$ cat src/rtl/fill_responder_if.sv
// Channel-side bundle of the trigger-manager handshake and the sample-buffer
// write port. The manager (or a bench) drives the master side; the
// fill_responder drives the slave side.
interface fill_responder_if #(
    parameter int LEN_W = 16,
    parameter int CNT_W = 16
);
    logic             prepare;
    logic             go;
    logic             pause;
    logic [LEN_W-1:0] fill_len;
    logic             sample_valid;
    logic             err_clr;
    logic             ready;
    logic             done;
    logic             busy;
    logic             sample_we;
    logic [LEN_W-1:0] sample_addr;
    logic [CNT_W-1:0] fill_count;
    logic             err;

    modport master (
        output prepare, go, pause, fill_len, sample_valid, err_clr,
        input  ready, done, busy, sample_we, sample_addr, fill_count, err
    );

    modport slave (
        input  prepare, go, pause, fill_len, sample_valid, err_clr,
        output ready, done, busy, sample_we, sample_addr, fill_count, err
    );
endinterface

$ cat src/rtl/fill_responder.sv
// Per-channel fill responder: arms on prepare, reports ready after the
// arming delay, captures fill_len samples while go is held, then holds done
// until the manager releases go. Protocol violations latch a sticky err.
module fill_responder #(
    parameter int PREP_CYCLES = 16,
    parameter int LEN_W       = 16,
    parameter int CNT_W       = 16
) (
    input  logic              clk,
    input  logic              rst_n,
    fill_responder_if.slave   ch_if
);

    typedef enum logic [2:0] {
        ST_IDLE  = 3'd0,
        ST_ARM   = 3'd1,
        ST_READY = 3'd2,
        ST_FILL  = 3'd3,
        ST_DONE  = 3'd4
    } state_t;

    // Counter is loaded with PREP_CYCLES-1 so READY is entered exactly
    // PREP_CYCLES edges after prepare is accepted.
    localparam logic [15:0] PREP_LOAD = 16'(PREP_CYCLES - 1);

    state_t           state_q;
    logic [15:0]      prep_cnt_q;
    logic [LEN_W-1:0] len_q;
    logic [LEN_W-1:0] smp_cnt_q;
    logic [CNT_W-1:0] fill_cnt_q;
    logic             err_q;

    logic             write_s;
    logic             last_s;
    logic             viol_s;

    assign write_s = (state_q == ST_FILL) && ch_if.sample_valid && ch_if.go;
    assign last_s  = (smp_cnt_q == (len_q - LEN_W'(1)));

    // Protocol-violation detect for the current state and manager inputs.
    always_comb begin
        viol_s = 1'b0;
        case (state_q)
            ST_IDLE:  viol_s = ch_if.go && !ch_if.prepare;
            ST_ARM:   viol_s = ch_if.go;
            ST_READY: viol_s = ch_if.go && !ch_if.pause;
            ST_FILL:  viol_s = !ch_if.go || !ch_if.pause;
            ST_DONE:  viol_s = 1'b0;
            default:  viol_s = 1'b0;
        endcase
    end

    // Main handshake FSM with its arming, sample and fill counters.
    always_ff @(posedge clk or negedge rst_n) begin
        if (!rst_n) begin
            state_q    <= ST_IDLE;
            prep_cnt_q <= 16'd0;
            len_q      <= {LEN_W{1'b0}};
            smp_cnt_q  <= {LEN_W{1'b0}};
            fill_cnt_q <= {CNT_W{1'b0}};
        end else begin
            case (state_q)
                ST_IDLE: begin
                    if (ch_if.prepare) begin
                        state_q    <= ST_ARM;
                        len_q      <= ch_if.fill_len;
                        prep_cnt_q <= PREP_LOAD;
                    end
                end
                ST_ARM: begin
                    if (!ch_if.prepare) begin
                        state_q <= ST_IDLE;
                    end else if (prep_cnt_q == 16'd0) begin
                        state_q <= ST_READY;
                    end else begin
                        prep_cnt_q <= prep_cnt_q - 16'd1;
                    end
                end
                ST_READY: begin
                    if (ch_if.go && ch_if.pause) begin
                        if (len_q == {LEN_W{1'b0}}) begin
                            // Zero-length fill completes without any writes.
                            state_q    <= ST_DONE;
                            fill_cnt_q <= fill_cnt_q + CNT_W'(1);
                        end else begin
                            state_q   <= ST_FILL;
                            smp_cnt_q <= {LEN_W{1'b0}};
                        end
                    end else if (!ch_if.go && !ch_if.prepare) begin
                        state_q <= ST_IDLE;
                    end
                end
                ST_FILL: begin
                    if (!ch_if.go) begin
                        // Aborted fill: partial data stays in the buffer.
                        state_q <= ST_IDLE;
                    end else if (write_s) begin
                        smp_cnt_q <= smp_cnt_q + LEN_W'(1);
                        if (last_s) begin
                            state_q    <= ST_DONE;
                            fill_cnt_q <= fill_cnt_q + CNT_W'(1);
                        end
                    end
                end
                ST_DONE: begin
                    if (!ch_if.go) begin
                        state_q <= ST_IDLE;
                    end
                end
                default: state_q <= ST_IDLE;
            endcase
        end
    end

    // Sticky error flag; a violation in the same cycle as err_clr wins.
    always_ff @(posedge clk or negedge rst_n) begin
        if (!rst_n) begin
            err_q <= 1'b0;
        end else if (viol_s) begin
            err_q <= 1'b1;
        end else if (ch_if.err_clr) begin
            err_q <= 1'b0;
        end
    end

    assign ch_if.ready       = (state_q == ST_READY);
    assign ch_if.done        = (state_q == ST_DONE);
    assign ch_if.busy        = (state_q != ST_IDLE);
    assign ch_if.sample_we   = write_s;
    assign ch_if.sample_addr = smp_cnt_q;
    assign ch_if.fill_count  = fill_cnt_q;
    assign ch_if.err         = err_q;

endmodule

$ cat src/flat_wrapper.sv
// flat-port wrapper written by rule: the top's interface ports become plain ports
module fill_responder_flat 
#(
    parameter int PREP_CYCLES = 16,
    parameter int LEN_W       = 16,
    parameter int CNT_W       = 16
)
  (clk, rst_n, ch_if_prepare, ch_if_go, ch_if_pause, ch_if_fill_len, ch_if_sample_valid, ch_if_err_clr, ch_if_ready, ch_if_done, ch_if_busy, ch_if_sample_we, ch_if_sample_addr, ch_if_fill_count, ch_if_err);
  fill_responder_if #(.LEN_W(LEN_W), .CNT_W(CNT_W)) ch_if_i ();
  input  logic clk;
  input  logic rst_n;
  input wire logic [$bits(ch_if_i.prepare)-1:0] ch_if_prepare;
  input wire logic [$bits(ch_if_i.go)-1:0] ch_if_go;
  input wire logic [$bits(ch_if_i.pause)-1:0] ch_if_pause;
  input wire logic [$bits(ch_if_i.fill_len)-1:0] ch_if_fill_len;
  input wire logic [$bits(ch_if_i.sample_valid)-1:0] ch_if_sample_valid;
  input wire logic [$bits(ch_if_i.err_clr)-1:0] ch_if_err_clr;
  output wire logic [$bits(ch_if_i.ready)-1:0] ch_if_ready;
  output wire logic [$bits(ch_if_i.done)-1:0] ch_if_done;
  output wire logic [$bits(ch_if_i.busy)-1:0] ch_if_busy;
  output wire logic [$bits(ch_if_i.sample_we)-1:0] ch_if_sample_we;
  output wire logic [$bits(ch_if_i.sample_addr)-1:0] ch_if_sample_addr;
  output wire logic [$bits(ch_if_i.fill_count)-1:0] ch_if_fill_count;
  output wire logic [$bits(ch_if_i.err)-1:0] ch_if_err;
  assign ch_if_i.prepare = ch_if_prepare;
  assign ch_if_i.go = ch_if_go;
  assign ch_if_i.pause = ch_if_pause;
  assign ch_if_i.fill_len = ch_if_fill_len;
  assign ch_if_i.sample_valid = ch_if_sample_valid;
  assign ch_if_i.err_clr = ch_if_err_clr;
  assign ch_if_ready = ch_if_i.ready;
  assign ch_if_done = ch_if_i.done;
  assign ch_if_busy = ch_if_i.busy;
  assign ch_if_sample_we = ch_if_i.sample_we;
  assign ch_if_sample_addr = ch_if_i.sample_addr;
  assign ch_if_fill_count = ch_if_i.fill_count;
  assign ch_if_err = ch_if_i.err;
  fill_responder #(.PREP_CYCLES(PREP_CYCLES), .LEN_W(LEN_W), .CNT_W(CNT_W)) u_core (.clk(clk), .rst_n(rst_n), .ch_if(ch_if_i));
endmodule
$ cat config.mk
export PLATFORM = sky130hd
export DESIGN_NAME = fill_responder_flat
export DESIGN_NICKNAME = d
export VERILOG_FILES = /design/src/rtl/fill_responder_if.sv /design/src/rtl/fill_responder.sv /design/src/flat_wrapper.sv
export SDC_FILE = /design/constraint.sdc
export NUM_CORES = 1
export LEC_CHECK = 0
export BUFFER_PORTS_ARGS = -buffer_cell sky130_fd_sc_hd__clkbuf_2
export CAP_MARGIN = 20
export CORE_MARGIN = 2
export CORE_UTILIZATION = 61
export DETAILED_ROUTE_END_ITERATION = 8
export PLACE_DENSITY_LB_ADDON = 0.3
export SLEW_MARGIN = 25
export SYNTH_ARGS = -nofsm -noshare
export SYNTH_HDL_FRONTEND = slang
export SYNTH_SLANG_ARGS = --single-unit
$ cat constraint.sdc
create_clock -name clk -period 6.1 [get_ports clk]
set_clock_uncertainty 0.2 [all_clocks]
set_input_delay 1.22 -clock clk [delete_from_list [all_inputs] [get_ports clk]]
set_output_delay 1.22 -clock clk [all_outputs]
set_load 0.03 [all_outputs]
==> impl_metrics.toml, run 1 <==
[cts]
cts_resized = 0
cts.sinks = 68
root_buffer = "clkbuf_8"
cts_hold_buf = 0
path_clk_slew_ns = 0.07
postCtsSetupRepairBufs = 0
cts.path.max_buffers = 2
cts_tree = "done"
clock_latency_ns = 0.35
cts_buffers = 9
htree_levels = 3

[timing]
hold_slack_ns = 0.290
setup_viol = 0
tightest_slew_ns = 0.993
slew_violations = 0
hold_viol = 0
slew_headroom_pct = 33.8
min_period_over_period_pct = 58.7
fmax_ghz = 0.279
rsz0062_at_grt = "no"
fin_tns_setup_ns = 0
fin_crit_ns = 3.58

[synth]
async_flop_share_pct = 100
synth-seq-cells = 68
synth-edff-count = 0
synthesis.area_um2 = 3830
synth.distinct_cells = 54
yosys_warnings = 0
synth_cells = 417
ys_seq_area_share_pct = 44.4
synth_nets = 444
synth_ff_type = "dfrtp_1"
synth.avg_cell_area_um2 = 9.20

[power_and_ir_drop]
p_leak_uw = 0.00204
irDropWorstVdd_uv = 271
pwr_density_cell_nw_per_um2 = 394

[floorplan]
fp-row-count = 28
die_w_um = 83.3
start_util_pct = 64.0
pin_count = 60
dieArea_um2 = 6940
die_y_um = 83.3
coreArea_um2 = 5990

[finish]
final_util_pct = 73.2
diodes = 0
layout-drive-gt1-share_pct = 17.4
nets = 501
syn_to_final_growth_pct = 14.3

[setup_path]
worstPathCellList = "inv_1, ha_1, nor4bb_1, o211ai_1, a2111oi_1, nand4_1, a2111oi_4, o21ai_2, mux2_2"
crit_buf_inv = 1
cp.arrival_ns = 3.61
start_kind = "register"
worstSetupPathType = "reg -> reg"
crit_path_end_kind = "register"
critPathRequiredTime_ns = 6.13
crit_slowest_cell = "a2111oi_4"
cp-startpoint = "u_core.len_q[0]"
crit_family = "compound AO/OA/AOI/OAI gates"
crit_path_max_fanout = 16
slowest_delay_ns = 0.89
timing.rr.start = "u_core.len_q[0]"

[global_routing]
antenna_found_initial = 0
grt_pass1_vias = 3151
grt_max_degree = 69
gr-total-overflow = 0
track_usage_pct = 26.2
grt_pass1_wl_um = 14800

[min_path]
hold_path_startpoint = "u_core.ch_if.fill_count[4]"
min_path_type = "reg -> reg"

[drt]
wl_per_cell_um = 15.8
drc = 0
wirelength_um = 8740
dr_total_vias = 3297
dr.pass1.iters = 4
first_iter_violations = 287
ant_nets = 0
vias_per_cell = 5.96

[placed_design]
gp_congestion = 0.922
port_buffers = 59
hpwl_um = 6080

[run]
cap_violations = 0

[run_status]
status = "complete, no violations"
-- cell families after synthesis --
kind of cell    after synthesis  share of synthesized area [%]
xor+xnor                     53                           12.1
buf+inv                      28                           2.97
fa+ha+maj                     4                           1.31
mux                           1                          0.294
flops                        68                           44.4
simple gates                189                           25.5
compound gates               74                           13.4
-- power breakdown --
| part | leakage, uW | internal, uW | switching, uW |
|---|---|---|---|
| Combinational | 0.00104 | 249 | 399 |
| Sequential | 0.000898 | 544 | 149 |
| Clock | 0.000103 | 221 | 165 |
| Total | 0.00204 | 1010 | 712 |
-- final timing paths --
kind | depth (start not counted) | slack (ns) | endpoint
max in group asynchronous | 2 | 4.28 | u_core.ch_if.sample_addr[14]
worst min-delay path | 1 | 0.29 | u_core.ch_if.fill_count[4]
worst max-delay path | 9 | 2.52 | u_core.ch_if.fill_count[1]
worst min register to register | 1 | 0.29 | u_core.ch_if.fill_count[4]
worst max register to register | 9 | 2.52 | u_core.ch_if.fill_count[1]
min in group asynchronous | 2 | 0.85 | u_core.len_q[7]
-- sequential cells by signal, indices dropped and copies added, names as in the netlist --
register                  count
u_core.ch_if.err              1
u_core.state_q                3
u_core.len_q                 16
u_core.prep_cnt_q            16
u_core.ch_if.sample_addr     16
u_core.ch_if.fill_count      16
-- layout make-up --
| type | count | area (um2) |
|---|---|---|
| clock inverters | 1 | 30.0 |
| multi-input cells | 321 | 2020 |
| inverters | 13 | 48.8 |
| fillers | 465 | 1610 |
| repair buffers | 61 | 314 |
| flip-flops and latches | 68 | 1700 |
| clock buffers | 14 | 173 |
| well taps | 75 | 93.8 |
-- metal layers --
layer,up-vias,track usage [%],routed length (um),share of wire (%)
met4,0,10.3,164,1.9
met3,17,4.97,518,5.9
met5,-,0,0,0
met1,1590,34.9,3880,44
li1,1586,-,-,-
met2,104,42.4,4190,48
-- synth_stat cells (all sizes together), types with 2 or more instances --
cell | instances | share of area (%)
nand2 | 65 | 6.4
a2111oi | 2 | 0.98
o211ai | 10 | 2.0
a31oi | 3 | 0.49
xnor2 | 44 | 10
and4 | 3 | 0.69
and3 | 10 | 1.6
o31ai | 2 | 0.39
nand3 | 7 | 0.91
or4 | 3 | 0.59
nand4 | 6 | 0.98
dfrtp | 68 | 44
o2111ai | 8 | 2.0
buf | 2 | 0.42
ha | 4 | 1.3
nor2b | 4 | 0.65
nand2b | 3 | 0.49
nor3 | 14 | 1.8
or3 | 12 | 2.0
clkbuf | 13 | 1.3
a21oi | 18 | 2.3
inv | 13 | 1.3
xor2 | 9 | 2.1
nand3b | 3 | 0.59
nor2 | 31 | 3.0
o21a | 2 | 0.39
o21ai | 18 | 2.4
nor3b | 4 | 0.91
nor4 | 10 | 2.2
and2 | 9 | 1.5
nand4b | 2 | 0.46
-- cells in the final DEF, fill, tap and decap left out, drive strengths merged, types with 8 or more instances in the layout --
cell / synthesis / final
xnor2: 44 / 44
xor2: 9 / 9
nor2: 31 / 31
o211ai: 10 / 10
dfrtp: 68 / 68
nor3: 14 / 14
inv: 13 / 13
nor4: 10 / 10
o21ai: 18 / 18
nand2: 65 / 65
o2111ai: 8 / 8
and3: 10 / 10
and2: 9 / 9
a21oi: 18 / 18
clkbuf: 13 / 72
or3: 12 / 12
-- per-stage QoR --
stage | power, uW | cells | area (um2) | setup slack [ns]
after floorplan | 1160 | 417 | 3830 | 2.83
after global placement | 1310 | 537 | 4170 | 2.67
final | 1730 | 553 | 4380 | 2.52
after detailed placement | 1330 | 537 | 4170 | 2.55
after CTS | 1720 | 552 | 4370 | 2.55
after global routing | 1830 | 553 | 4380 | 2.21
-- worst reg2reg max path, delay by kind of cell, from the launching register on --
family,cells,cell delay [ns]
compound gates,4,1.61
mux,1,0.30
fa+ha+maj,1,0.26
flops,1,0.44
simple gates,2,0.54
buf+inv,1,0.11
(Power assumes the default switching activity.)
==> run 2, diff against run 1 <==
CORE_UTILIZATION = 57   (was 61)
clock period = 3.3 ns   (was 6.1 ns; I/O delays follow)
==> run 2 against run 1 <==
Via count shrank 0.18%. Routed wire length decreased by 0.95%. Register-to-register slack got worse by 2.4 ns. Flip-flop and latch count stayed put. Hold slack got worse by 0.011 ns.
==> impl_metrics.toml, run 2 (synthesis results as in run 1) <==
[placed_design]
pre_cts_ws_ns = 0.152
port_buffers = 59
gp_congestion = 0.954
hpwl_um = 6110
place_inst = 547

[timing]
fmax_ghz = 0.313
tightest_slew_ns = 0.862
fin_crit_ns = 3.19
hold_viol = 0
setup_viol = 0
postLayoutSetupSlackWorst_ns = 0.107
min_period_over_period_pct = 96.8
hold_slack_ns = 0.279
slew_violations = 0
slew_headroom_pct = 42.6

[cts]
postCtsSetupRepairBufs = 0
root_buffer = "clkbuf_8"
cts_hold_buf = 0
cts.sinks = 68
cts_buffers = 9
path_clk_slew_ns = 0.07
cts_tree = "done"
clock_latency_ns = 0.34
cts_resized = 0
htree_levels = 3
cts.path.max_buffers = 2

[drt]
top_layer_used = "met4"
vias_per_cell = 5.86
ant_nets = 0
first_iter_violations = 156
wl_per_cell_um = 15.4
drc = 0
wl_met3_um = 415
wirelength_um = 8660
wl_met1_um = 3980
dr_total_vias = 3291
dr.pass1.iters = 4
dr_wl_met2_um = 4090

[min_path]
min_path_type = "reg -> reg"
whs_endpoint = "u_core.ch_if.fill_count[15]"
hold_path_startpoint = "u_core.ch_if.fill_count[15]"
whs_path_depth = 1

[global_routing]
track_usage_pct = 24.6
gr-total-overflow = 0
grt_max_degree = 69
grt_pass1_wl_um = 14500
antenna_found_initial = 0
grt_pass1_vias = 3068

[setup_path]
critPathRequiredTime_ns = 3.33
worstPathCellList = "inv_1, ha_1, or4b_4, or2_1, a211o_1, a2111oi_4, buf_12, o21ai_2, mux2_2"
worst_r2r_endpoint = "u_core.ch_if.fill_count[1]"
start_kind = "register"
worst-r2r-setup-slack_ns = 0.11
crit_path_end_kind = "register"
crit_path_max_fanout = 16
cp.arrival_ns = 3.22
worstSetupPathType = "reg -> reg"
crit_slowest_cell = "or4b_4"
ff2ff_path_depth = 9
slowest_delay_ns = 0.53
timing.rr.start = "u_core.len_q[0]"

[power_and_ir_drop]
switching_share_pct = 42.3
switchingPower_uw = 1320
clkPwrFrac_pct = 19.6
p_leak_uw = 0.00206
pwr-share-comb_pct = 39.0
irDropWorstVdd_uv = 422
pwr-share-seq_pct = 41.3
p_int_uw = 1800
pwr_density_cell_nw_per_um2 = 706

[floorplan]
fp-row-count = 29
coreArea_um2 = 6420
start_util_pct = 59.7
die_w_um = 86.0
dieArea_um2 = 7400
die_y_um = 86.0
pin_count = 60

[finish]
final_util_pct = 68.9
diodes = 0
nets = 508
layout-drive-gt1-share_pct = 19.0
regArea_um2 = 1700
instances_no_fill = 562
layout_common_cells = "dfrtp_1, nand2_1, clkbuf_2"
final_common_cell = "dfrtp_1"
fill_cells = 517
syn_to_final_growth_pct = 15.5
multi_input_area_um2 = 2040

[run]
cap_violations = 0

[run_status]
status = "complete, no violations"
-- run 2: worst max-delay path, delay by kind of cell, from the launching register on --
| family | cells | cell delay, ns |
|---|---|---|
| and+or+nand+nor | 2 | 0.78 |
| buffers and inverters | 2 | 0.30 |
| AOI/OAI and AO/OA | 3 | 0.81 |
| muxes | 1 | 0.29 |
| adders and majority gates | 1 | 0.28 |
| DFF | 1 | 0.43 |
-- run 2: area by class of cell --
| class | count | share of cell area, % |
|---|---|---|
| inverter | 13 | 1.10 |
| tap | 77 | 2.18 |
| sequential | 68 | 38.4 |
| clock buffer | 13 | 3.59 |
| timing repair buffer | 68 | 8.48 |
| multi-input combinational | 321 | 46.0 |
| clock inverter | 2 | 0.226 |
-- run 2: worst max path at each step --
stage,to,depth (start not counted),start
2_1_floorplan,u_core.ch_if.fill_count[8],9,u_core.len_q[0]
3_3_place_gp,u_core.ch_if.fill_count[1],9,u_core.len_q[0]
3_5_place_dp,u_core.ch_if.fill_count[1],10,u_core.len_q[0]
4_1_cts,u_core.ch_if.fill_count[1],10,u_core.len_q[0]
5_1_grt,u_core.ch_if.fill_count[1],10,u_core.len_q[0]
6_report,u_core.ch_if.fill_count[1],9,u_core.len_q[0]
-- run 2: through the flow --
| step | power, uW | TNS [ns] | instance area, um2 |
|---|---|---|---|
| after global routing | 3340 | -0.0287 | 4430 |
| after detailed placement | 2490 | 0 | 4240 |
| after CTS | 3120 | 0 | 4410 |
| after global placement | 2470 | 0 | 4240 |
| after floorplan | 2140 | 0 | 3830 |
| final | 3120 | 0 | 4430 |
-- run 2: per-layer routing --
layer / vias up / track usage, %
li1: 1601 / -
met1: 1578 / 34.7
met2: 96 / 37.3
met3: 16 / 4.14
met4: 0 / 11.0
met5: - / 0
-- run 2: power by group through the flow --
stage	clock (uW)	combinational, uW	sequential [uW]
final	613	1220	1290
after global routing	662	1360	1320
after CTS	630	1200	1280
after detailed placement	0	1200	1300
after global placement	0	1180	1290
after floorplan	0	865	1280
==> run 3, diff against run 2 <==
CORE_UTILIZATION = 40   (was 57)
==> run 3 against run 2 <==
Routed wire length increased by 6.5%. Design area grew 2.2%. Power rose by 3.0%. Sequential share of layout area shrank 0.84 points. Die area up 40%. Worst setup slack got worse by 0.019 ns. Critical endpoint unchanged. Non-clock buffer count stayed put. Highest routed layer unchanged. Critical path depth grew 1. Largest power group unchanged. Critical path type unchanged. Hold slack got worse by 0.13 ns. Register-to-register slack lost 0.02 ns. Global-route usage is 6.2 points lower. Fmax down 0.60%.
==> impl_metrics.toml, run 3 (synthesis results as in run 1) <==
[timing]
hold_viol = 0
fin_crit_ns = 3.21
tightest_slew_ns = 0.727
slew_headroom_pct = 51.4
min_period_over_period_pct = 97.3
fin_tns_setup_ns = 0
fmax_ghz = 0.311
slew_violations = 0
setup_viol = 0

[placed_design]
place_inst = 599
port_buffers = 59
gp_congestion = 0.826
hpwl_um = 6560

[setup_path]
worstPathCellList = "inv_1, ha_2, nor4bb_1, o211ai_1, a2111oi_2, nand4_1, a2111oi_4, buf_12, o21ai_2, mux2_2"
cp.depth = 10
worst-r2r-setup-slack_ns = 0.09
crit_family = "compound AO/OA/AOI/OAI gates"
crit_path_end_kind = "register"
crit_slowest_cell = "a2111oi_2"
worstSetupPathType = "reg -> reg"
critPathRequiredTime_ns = 3.34
ff2ff_path_depth = 10
crit_buf_inv = 2
crit_end = "u_core.ch_if.fill_count[1]"
start_kind = "register"
slowest_delay_ns = 0.45
cp-startpoint = "u_core.len_q[0]"
crit_path_max_fanout = 16
worst_r2r_endpoint = "u_core.ch_if.fill_count[1]"
cp.arrival_ns = 3.25
timing.rr.start = "u_core.len_q[0]"

[finish]
layout-drive-gt1-share_pct = 19.3
layout_common_cells = "dfrtp_1, nand2_1, clkbuf_2"
final_common_cell = "dfrtp_1"
syn_to_final_growth_pct = 18.0
nets = 508
instances_no_fill = 615
diodes = 0

[cts]
clock_latency_ns = 0.35
htree_levels = 3
cts.path.max_buffers = 2
cts_tree = "done"
path_clk_slew_ns = 0.08
cts_hold_buf = 0
cts_buffers = 9
cts.sinks = 68
root_buffer = "clkbuf_8"

[floorplan]
fp-row-count = 35
coreArea_um2 = 9280
start_util_pct = 41.3
die_y_um = 102
die_w_um = 102
dieArea_um2 = 10400
pin_count = 60

[drt]
vias_per_cell = 5.32
first_iter_violations = 115
dr.pass1.iters = 5
ant_nets = 0
drc = 0
wl_per_cell_um = 15.0
dr_total_vias = 3270
wirelength_um = 9220

[power_and_ir_drop]
p_leak_uw = 0.00208
irDropWorstVdd_uv = 313
pwr_density_cell_nw_per_um2 = 711
power.total_uw = 3220

[min_path]
min_path_type = "in -> async"

[run_status]
status = "complete, no violations"

[global_routing]
grt_pass1_wl_um = 14800
gr-total-overflow = 0
grt_pass1_vias = 3046
antenna_found_initial = 0
track_usage_pct = 18.4
grt_max_degree = 43

[run]
cap_violations = 0
## run 3: report_power, final
part	switching, uW	internal (uW)	total [uW]
combinational	744	491	1230
clock	343	370	713
sequential	267	1000	1270
total	1350	1870	3220
## run 3: stage by stage
stage	instance area (um2)	worst slack (ns)	hold WS, ns	utilization (%)
2_1_floorplan	3830	0.279	0.164	-
3_3_place_gp	4320	0.234	0.263	46.5
3_5_place_dp	4320	0.142	0.266	46.5
4_1_cts	4520	0.108	0.155	48.7
5_1_grt	4530	-0.0305	0.177	48.8
6_report	4530	0.0875	0.146	48.8
## run 3: cell type report
class / instances / area (um2)
Clock buffer: 10 / 138
Sequential cell: 68 / 1700
Multi-Input combinational cell: 321 / 2030
Tap cell: 129 / 161
Inverter: 13 / 48.8
Fill cell: 920 / 4760
Clock inverter: 6 / 62.6
Timing Repair Buffer: 68 / 388
## run 3: worst min-delay path by stage
stage                                               to  slack, ns  depth (start not counted)
after floorplan                       u_core.ch_if.err       0.16                          0
after global placement     u_core.ch_if.fill_count[15]       0.26                          1
after detailed placement   u_core.ch_if.fill_count[15]       0.27                          1
after CTS                 u_core.ch_if.sample_addr[11]       0.16                          1
after global routing      u_core.ch_if.sample_addr[13]       0.18                          1
final                     u_core.ch_if.sample_addr[13]       0.15                          1
## run 3: layer usage
metal | global-route usage, % | vias up | wire (um)
li1 | - | 1610 | -
met1 | 24.2 | 1583 | 4240
met2 | 30.1 | 62 | 4470
met3 | 2.94 | 15 | 310
met4 | 7.79 | 0 | 208
met5 | 0 | - | 0
## run 3: what timing repair did
| item | 4_1_cts | 5_1_grt |
|---|---|---|
| setup buffers | 0 | 0 |
| setup endpoints to repair | 0 | 15 |
| gates resized for setup | 0 | 2 |
